## src/rtl/mult_share_arbiter.sv

```systemverilog
// mult_share_arbiter: round-robin sequencer that lets N_REQ requesters share one
// signed 8x8 multiplier. Operands are accepted over valid/ready, the product is
// captured after MUL_LAT cycles and returned with its requester ID.
//
// state | meaning
// IDLE  | looking for a requester; grant, start and operands are combinational here
// WAIT  | multiplier in flight; counter runs down to the capture cycle
// RESP  | result held on res_*; waits for res_ready, no new grant
module mult_share_arbiter #(
  parameter int N_REQ   = 4,
  parameter int ID_W    = 2,
  parameter int MUL_LAT = 1
) (
  input  logic                 clk,
  input  logic                 rst,
  input  logic [N_REQ-1:0]     req_valid,
  input  logic [8*N_REQ-1:0]   req_a,
  input  logic [8*N_REQ-1:0]   req_b,
  output logic [N_REQ-1:0]     req_ready,
  output logic                 mul_start,
  output logic [7:0]           mul_a,
  output logic [7:0]           mul_b,
  input  logic [31:0]          mul_result,
  output logic                 res_valid,
  output logic [ID_W-1:0]      res_id,
  output logic [31:0]          res_data,
  input  logic                 res_ready,
  output logic                 busy
);

  typedef enum logic [1:0] {IDLE, WAIT, RESP} state_t;

  state_t          state;
  logic [ID_W-1:0] rr_ptr;
  logic [2:0]      cnt;

  logic [2*N_REQ-1:0] valid_dbl;
  logic [N_REQ-1:0]   valid_rot;
  logic [ID_W-1:0]    offset;
  logic [ID_W:0]      win_sum;
  logic [ID_W-1:0]    winner;
  logic               found;
  logic               grant;

  // Round-robin pick: rotate the valid vector so rr_ptr sits at bit 0, take the
  // lowest set bit, then map the offset back to an absolute requester index.
  always_comb begin
    valid_dbl = {req_valid, req_valid};
    valid_rot = valid_dbl[{1'b0, rr_ptr} +: N_REQ];
    found     = 1'b0;
    offset    = '0;
    for (int k = N_REQ - 1; k >= 0; k--) begin
      if (valid_rot[k]) begin
        found  = 1'b1;
        offset = ID_W'(k);
      end
    end
    win_sum = {1'b0, rr_ptr} + {1'b0, offset};
    if (win_sum >= (ID_W+1)'(N_REQ)) begin
      win_sum = win_sum - (ID_W+1)'(N_REQ);
    end
    winner = win_sum[ID_W-1:0];
  end

  // Grant strobe and multiplier operands, live only in IDLE and never under reset
  // so a requester cannot see a handshake that the FSM then throws away.
  always_comb begin
    grant     = (state == IDLE) && found && !rst;
    req_ready = '0;
    mul_a     = '0;
    mul_b     = '0;
    for (int i = 0; i < N_REQ; i++) begin
      if (grant && (ID_W'(i) == winner)) begin
        req_ready[i] = 1'b1;
        mul_a        = req_a[8*i +: 8];
        mul_b        = req_b[8*i +: 8];
      end
    end
    mul_start = grant;
  end

  // Sequencer: grant in IDLE, count the multiplier latency down in WAIT, hold the
  // product in RESP until the consumer takes it.
  always_ff @(posedge clk) begin
    if (rst) begin
      state     <= IDLE;
      rr_ptr    <= '0;
      cnt       <= '0;
      res_valid <= 1'b0;
      res_id    <= '0;
      res_data  <= '0;
      busy      <= 1'b0;
    end else begin
      case (state)
        IDLE: begin
          if (grant) begin
            res_id <= winner;
            rr_ptr <= (winner == ID_W'(N_REQ - 1)) ? '0 : winner + 1'b1;
            cnt    <= 3'(MUL_LAT);
            busy   <= 1'b1;
            state  <= WAIT;
          end
        end
        WAIT: begin
          cnt <= cnt - 3'd1;
          if (cnt == 3'd1) begin
            res_data  <= mul_result;
            res_valid <= 1'b1;
            state     <= RESP;
          end
        end
        RESP: begin
          if (res_ready) begin
            res_valid <= 1'b0;
            busy      <= 1'b0;
            state     <= IDLE;
          end
        end
        default: state <= IDLE;
      endcase
    end
  end

endmodule

```

## config.mk

```make
export PLATFORM = sky130hd
export DESIGN_NAME = mult_share_arbiter
export DESIGN_NICKNAME = d
export VERILOG_FILES = /design/src/rtl/mult_share_arbiter.sv
export SDC_FILE = /design/constraint.sdc
export NUM_CORES = 1
export LEC_CHECK = 0
export ABC_AREA = 1
export BUFFER_PORTS_ARGS = -buffer_cell sky130_fd_sc_hd__buf_2
export CORE_AREA = 2 2 87 89
export CTS_CLUSTER_SIZE = 40
export DETAILED_ROUTE_END_ITERATION = 6
export DIE_AREA = 0 0 89 91
export HOLD_SLACK_MARGIN = 0.03
export PLACE_DENSITY = 0.74
export SLEW_MARGIN = 20
export SYNTH_ARGS = -nofsm -noshare
export SYNTH_HDL_FRONTEND = slang
export SYNTH_SLANG_ARGS = --single-unit
```

## constraint.sdc

```tcl
create_clock -name clk -period 3.9 [get_ports clk]
set_clock_uncertainty 0.05 [all_clocks]
set_input_delay 0.195 -clock clk [delete_from_list [all_inputs] [get_ports clk]]
set_output_delay 0.195 -clock clk [all_outputs]
set_load 0.005 [all_outputs]
```

==> results of run 1 <==
layout make-up:
cell class,instances,area share (%)
Multi-Input combinational cell,313,41.36
Tap cell,99,3.367
Clock inverter,1,0.2381
Timing Repair Buffer,162,22.24
Inverter,69,7.041
Clock buffer,7,2.347
Sequential cell,43,23.40
logic make-up (layout without fill, tap and decap cells):
group                    after synthesis  count (layout)  share of synthesized area [%]
AO/OA/AOI/OAI                         45              45                          8.196
flip-flops                            43              43                          30.65
AND/OR/NAND/NOR                      259             259                          42.14
XOR/XNOR                               2               2                         0.6237
adder cells (fa/ha/maj)                7               7                          3.118
buffers and inverters                102             239                          15.28
critical path, cell delays in order, from the launching register on:
cell,delay [ns]
dfxtp_1,0.45
inv_2,0.08
nand2_1,0.09
nand3_1,0.08
nand2_1,0.10
nand3_1,0.06
a21boi_0,0.17
ha_1,0.19
xnor2_1,0.13
xor2_1,0.27
ha_1,0.20
buf_4,0.22
nand3_2,0.34
nand3_1,0.24
nand2_1,0.08
nand2_1,0.06
buf_2,0.10
flip-flops by register name, summed over array words and instances, names as in the netlist:
name / cells
busy: 1
cnt: 3
res_data: 32
res_id: 2
res_valid: 1
rr_ptr: 2
state: 2
synthesized netlist by cell type, drive strengths merged:
| library cell | instances |
|---|---|
| or2 | 1 |
| clkbuf | 21 |
| nand3 | 31 |
| nor2 | 86 |
| xnor2 | 1 |
| nand3b | 1 |
| buf | 12 |
| a211oi | 1 |
| a21boi | 1 |
| nand2 | 90 |
| nor3 | 2 |
| ha | 7 |
| a21oi | 5 |
| nand4 | 48 |
| xor2 | 1 |
| o21ai | 38 |
| dfxtp | 43 |
| inv | 69 |
how the worst min path moves through the flow:
stage | slack [ns] | endpoint | cells past startpoint | from
global route | 0.07 | res_data[21] | 3 | mul_result[21]
floorplan | 0.28 | res_data[0] | 2 | mul_result[0]
global placement | 0.37 | res_data[25] | 3 | mul_result[25]
detailed placement | 0.37 | res_data[21] | 3 | mul_result[21]
finish | 0.07 | res_data[21] | 3 | mul_result[21]
CTS | 0.06 | res_data[18] | 3 | mul_result[18]
report_power, final:
| part | leakage, nW | internal (mW) | switching [mW] |
|---|---|---|---|
| sequential | 0.352 | 0.583 | 0.0882 |
| combinational | 1.80 | 0.746 | 1.30 |
| clock | 0.0484 | 0.145 | 0.152 |
per-stage QoR:
stage / cells / power [mW]
2_1_floorplan: 458 / 2.109
3_3_place_gp: 686 / 2.660
4_1_cts: 694 / 3.026
3_5_place_dp: 686 / 2.716
5_1_grt: 694 / 3.385
6_report: 694 / 3.014
cell usage in the layout (no fill, tap or decap), types with 3 or more instances in the layout:
cell type	instances
buf_2	159
buf_4	3
nand3_1	29
dfxtp_1	43
inv_2	9
a21oi_1	5
clkbuf_8	6
nor2_1	85
nand4_1	48
ha_1	6
inv_1	60
nand2_1	89
o21ai_0	38
layer usage:
layer  vias up  GRT usage (%)  part of all wire (%)
li1       1729              -                     -
met3        24          4.545                   7.6
met1      1477          26.17                    40
met2       133          34.20                    49
met5         -              0                     0
met4         0          7.090                   2.9
==> impl_metrics.yaml, run 1 <==
drt:
  dr.first_iter.drc_count: 163
  num_vias: 3363
  wire_per_inst_um: 12.05
  first_pass_iters: 4
  via_per_inst: 4.846
  postRouteWirelength_um: 8360
  drc: 0
  ant_nets: 0
outcome:
  status: "finished clean"
layout:
  fin_util_pct: 51.54
  multi_input_area_mm2: 0.001521
  final_nets: 704
  drive_gt1_share_pct: 31.26
  final-seq-area_um2: 860.8
  syn2layout_area_growth_pct: 30.96
  fillers: 776
  antenna_cells: 0
  stdcell_area_mm2: 0.003679
floorplanning:
  ios: 160
  rows: 31
  die_height_um: 91
  fp.dieW_um: 89
  initial_utilization_pct: 39.36
  core_mm2: 0.007137
  die_area_mm2: 0.008099
logic_synthesis:
  syn_area_mm2: 0.002809
  syn_inst: 458
  yosysWarningCount: 0
  syn_area_per_cell_um2: 6.133
  yosysSeqAreaShare_pct: 30.65
  yosysTopAreaCell: "dfxtp_1"
  syn_nets: 568
  synth_area_leaders: "dfxtp_1 31%, nand2_1 12%, nor2_1 11%"
  ys_ff_latch: 43
  synth_top_area_share_pct: 30.65
  synthDistinctLibCells: 26
global_route:
  grt_usage_pct: 20.67
  grt_pass1_vias: 3189
  grt_first_pass_wirelength_um: 13810
  antenna_found_initial: 0
  grt-ovfl-total: 0
  grt_start_max_net_pins: 52
sta:
  fin_crit_ns: 3.401
  drv_slew: 0
  hold_violations: 0
  tns_ns: 0
  fmax_ghz: 0.2940
  slew_headroom_pct: 38.13
  tightest_slew_ns: 0.9270
  fin_ws_ns: 0.4986
  period_share_pct: 87.22
  rsz0062_at_grt: "false"
  setup_viol: 0
  timing.hold.ws_ns: 0.06777
clock_network:
  clkSinkCount: 43
  htreeDepth: 2
  insertion_delay_ns: 0.29
  clkTransAtPathRegs_ns: 0.08
  clockBufferDepth: 2
  clockRootBuffer: "clkbuf_8"
  cts_tree: "done"
  cts_hold_buf: 0
  post_cts_resized: 0
  post-cts-setup-buffer-count: 0
  cts_buffers: 5
setup_path:
  endpoint: "mul_b[2]"
  r2r-end: "rr_ptr[1]"
  critPathMaxFanout: 17
  startpoint: "rr_ptr[0]"
  cp-start-kind: "register"
  path_class: "register to primary output"
  required_ns: 3.65
  ff2ff_path_depth: 13
  end_kind: "primary output"
  r2r_start: "rr_ptr[0]"
  r2r_slack_ns: 1.49
  arrival_ns: 3.16
place:
  hpwlAfterDp_um: 6184
  dp_slack_ns: 0.5971
  placed_area_mm2: 0.003581
  routabilityCongestion: 0.8103
  port_buffers: 159
power_and_ir_drop:
  power_density_mw_per_mm2: 819.4
  irDropWorstVdd_v: 0.0003851
  p_leak_nw: 2.202
min_path:
  hp-class: "input port to register"
flow_run:
  maxCapViolations: 0
No activity file was read; power rests on OpenSTA's default activity.
==> inputs of run 2 (changes only) <==
--- a/constraint.sdc
+++ b/constraint.sdc
@@ -4,2 +4,2 @@
 set_output_delay 0.195 -clock clk [all_outputs]
-set_load 0.005 [all_outputs]
+set_load 0.01 [all_outputs]
==> impl_metrics.yaml, run 2 (synthesis gave the netlist of run 1 again) <==
outcome:
  status: "finished clean"
power_and_ir_drop:
  power_density_mw_per_mm2: 872.0
  sw_frac_of_total_pct: 52.23
  p_leak_nw: 2.215
  p_switching_mw: 1.685
  clkPwrFrac_pct: 11.1
  irDropWorstVdd_v: 0.0004393
  internal_power_mw: 1.542
  p_seq_share_pct: 20.8
  p_comb_share_pct: 68.1
sta:
  tns_ns: 0
  timing.hold.ws_ns: 0.07144
  slew_headroom_pct: 39.90
  fin_crit_ns: 3.414
  fmax_ghz: 0.2929
  tightest_slew_ns: 0.9006
  setup_viol: 0
  period_share_pct: 87.54
  hold_violations: 0
  rsz0062_at_grt: "false"
  drv_slew: 0
  fin_ws_ns: 0.4858
setup_path:
  arrival_ns: 3.17
  end_kind: "primary output"
  critPathMaxFanout: 17
  path_class: "register to primary output"
  r2r-end: "rr_ptr[1]"
  r2r_slack_ns: 1.49
  cp-start-kind: "register"
  r2r_start: "rr_ptr[0]"
  ff2ff_path_depth: 13
  required_ns: 3.65
floorplanning:
  rows: 31
  initial_utilization_pct: 39.36
  core_mm2: 0.007137
  fp.dieW_um: 89
  ios: 160
  die_area_mm2: 0.008099
  die_height_um: 91
layout:
  final_nets: 704
  largest_reg_flops: 32
  final-seq-area_um2: 860.8
  syn2layout_area_growth_pct: 31.76
  multi_input_area_mm2: 0.001521
  final_common_cell: "buf_2"
  fin_util_pct: 51.86
  antenna_cells: 0
  stdcell_area_mm2: 0.003701
  largest-register: "res_data"
  reg_top3: "res_data (32), cnt (3)"
  fillers: 740
  drive_gt1_share_pct: 31.43
  layout_common_cells: "159 x buf_2, 89 x nand2_1, 85 x nor2_1"
min_path:
  hp-class: "input port to register"
  min_from: "mul_result[26]"
  hold_depth: 3
  hold_path_end: "res_data[26]"
clock_network:
  post-cts-setup-buffer-count: 0
  clkTransAtPathRegs_ns: 0.09
  cts_buffers: 5
  htreeDepth: 2
  post_cts_resized: 0
  clockBufferDepth: 2
  clkSinkCount: 43
  cts_hold_buf: 0
  clockRootBuffer: "clkbuf_8"
  cts_tree: "done"
  insertion_delay_ns: 0.29
drt:
  num_vias: 3399
  dr.first_iter.drc_count: 180
  postRouteWirelength_um: 8373
  drc: 0
  wire_per_inst_um: 12.06
  first_pass_iters: 4
  via_per_inst: 4.898
  ant_nets: 0
global_route:
  grt_usage_pct: 20.39
  grt_first_pass_wirelength_um: 13570
  grt-ovfl-total: 0
  grt_start_max_net_pins: 52
  grt_pass1_vias: 3246
  antenna_found_initial: 0
place:
  port_buffers: 159
  hpwlAfterDp_um: 6113
  routabilityCongestion: 0.8143
  dp_slack_ns: 0.5903
  placed_area_mm2: 0.003581
flow_run:
  maxCapViolations: 0
## run 2: power groups by stage
stage	registers, mW	clock network [mW]	logic (mW)
floorplan	0.726	0	1.51
global placement	0.671	0	2.12
detailed placement	0.678	0	2.18
CTS	0.671	0.368	2.19
global route	0.690	0.382	2.50
finish	0.671	0.359	2.20
## run 2: worst max-delay path: stages, from the launching register on
cell	delay (ns)
dfxtp_1	0.45
inv_2	0.08
nand2_1	0.08
nand3_1	0.07
nand2_1	0.10
nand3_1	0.07
a21boi_0	0.18
ha_1	0.19
xnor2_1	0.13
xor2_1	0.26
ha_1	0.19
buf_4	0.23
nand3_2	0.34
nand3_1	0.25
nand2_1	0.08
nand2_1	0.06
buf_2	0.12
## run 2: layer usage
metal | track usage, % | vias to the layer above | share of wire (%)
li1 | - | 1734 | -
met4 | 7.090 | 0 | 2.7
met2 | 35.14 | 139 | 50
met3 | 4.182 | 21 | 7.1
met5 | 0 | - | 0
met1 | 24.73 | 1505 | 40
## run 2: worst max path at each step
stage / start / to / slack (ns) / cells after the start
finish: rr_ptr[0] / mul_b[2] / 0.49 / 16
CTS: rr_ptr[0] / mul_b[2] / 0.27 / 17
floorplan: rr_ptr[0] / mul_a[7] / 1.21 / 17
detailed placement: rr_ptr[0] / mul_b[3] / 0.59 / 17
global route: rr_ptr[0] / mul_a[1] / 0.14 / 16
global placement: rr_ptr[0] / mul_b[2] / 0.73 / 17
## run 2: layout make-up
| class | count | area share (%) |
|---|---|---|
| sequential | 43 | 23.26 |
| inverter | 69 | 6.998 |
| clock buffer | 6 | 2.231 |
| multi-input combinational | 313 | 41.11 |
| clock inverter | 2 | 0.9466 |
| timing repair buffer | 162 | 22.11 |
| tap | 99 | 3.347 |
## run 2: stage by stage
step / instances / total power, mW
6_report: 694 / 3.227
5_1_grt: 694 / 3.572
4_1_cts: 694 / 3.224
3_5_place_dp: 686 / 2.856
3_3_place_gp: 686 / 2.795
2_1_floorplan: 458 / 2.238
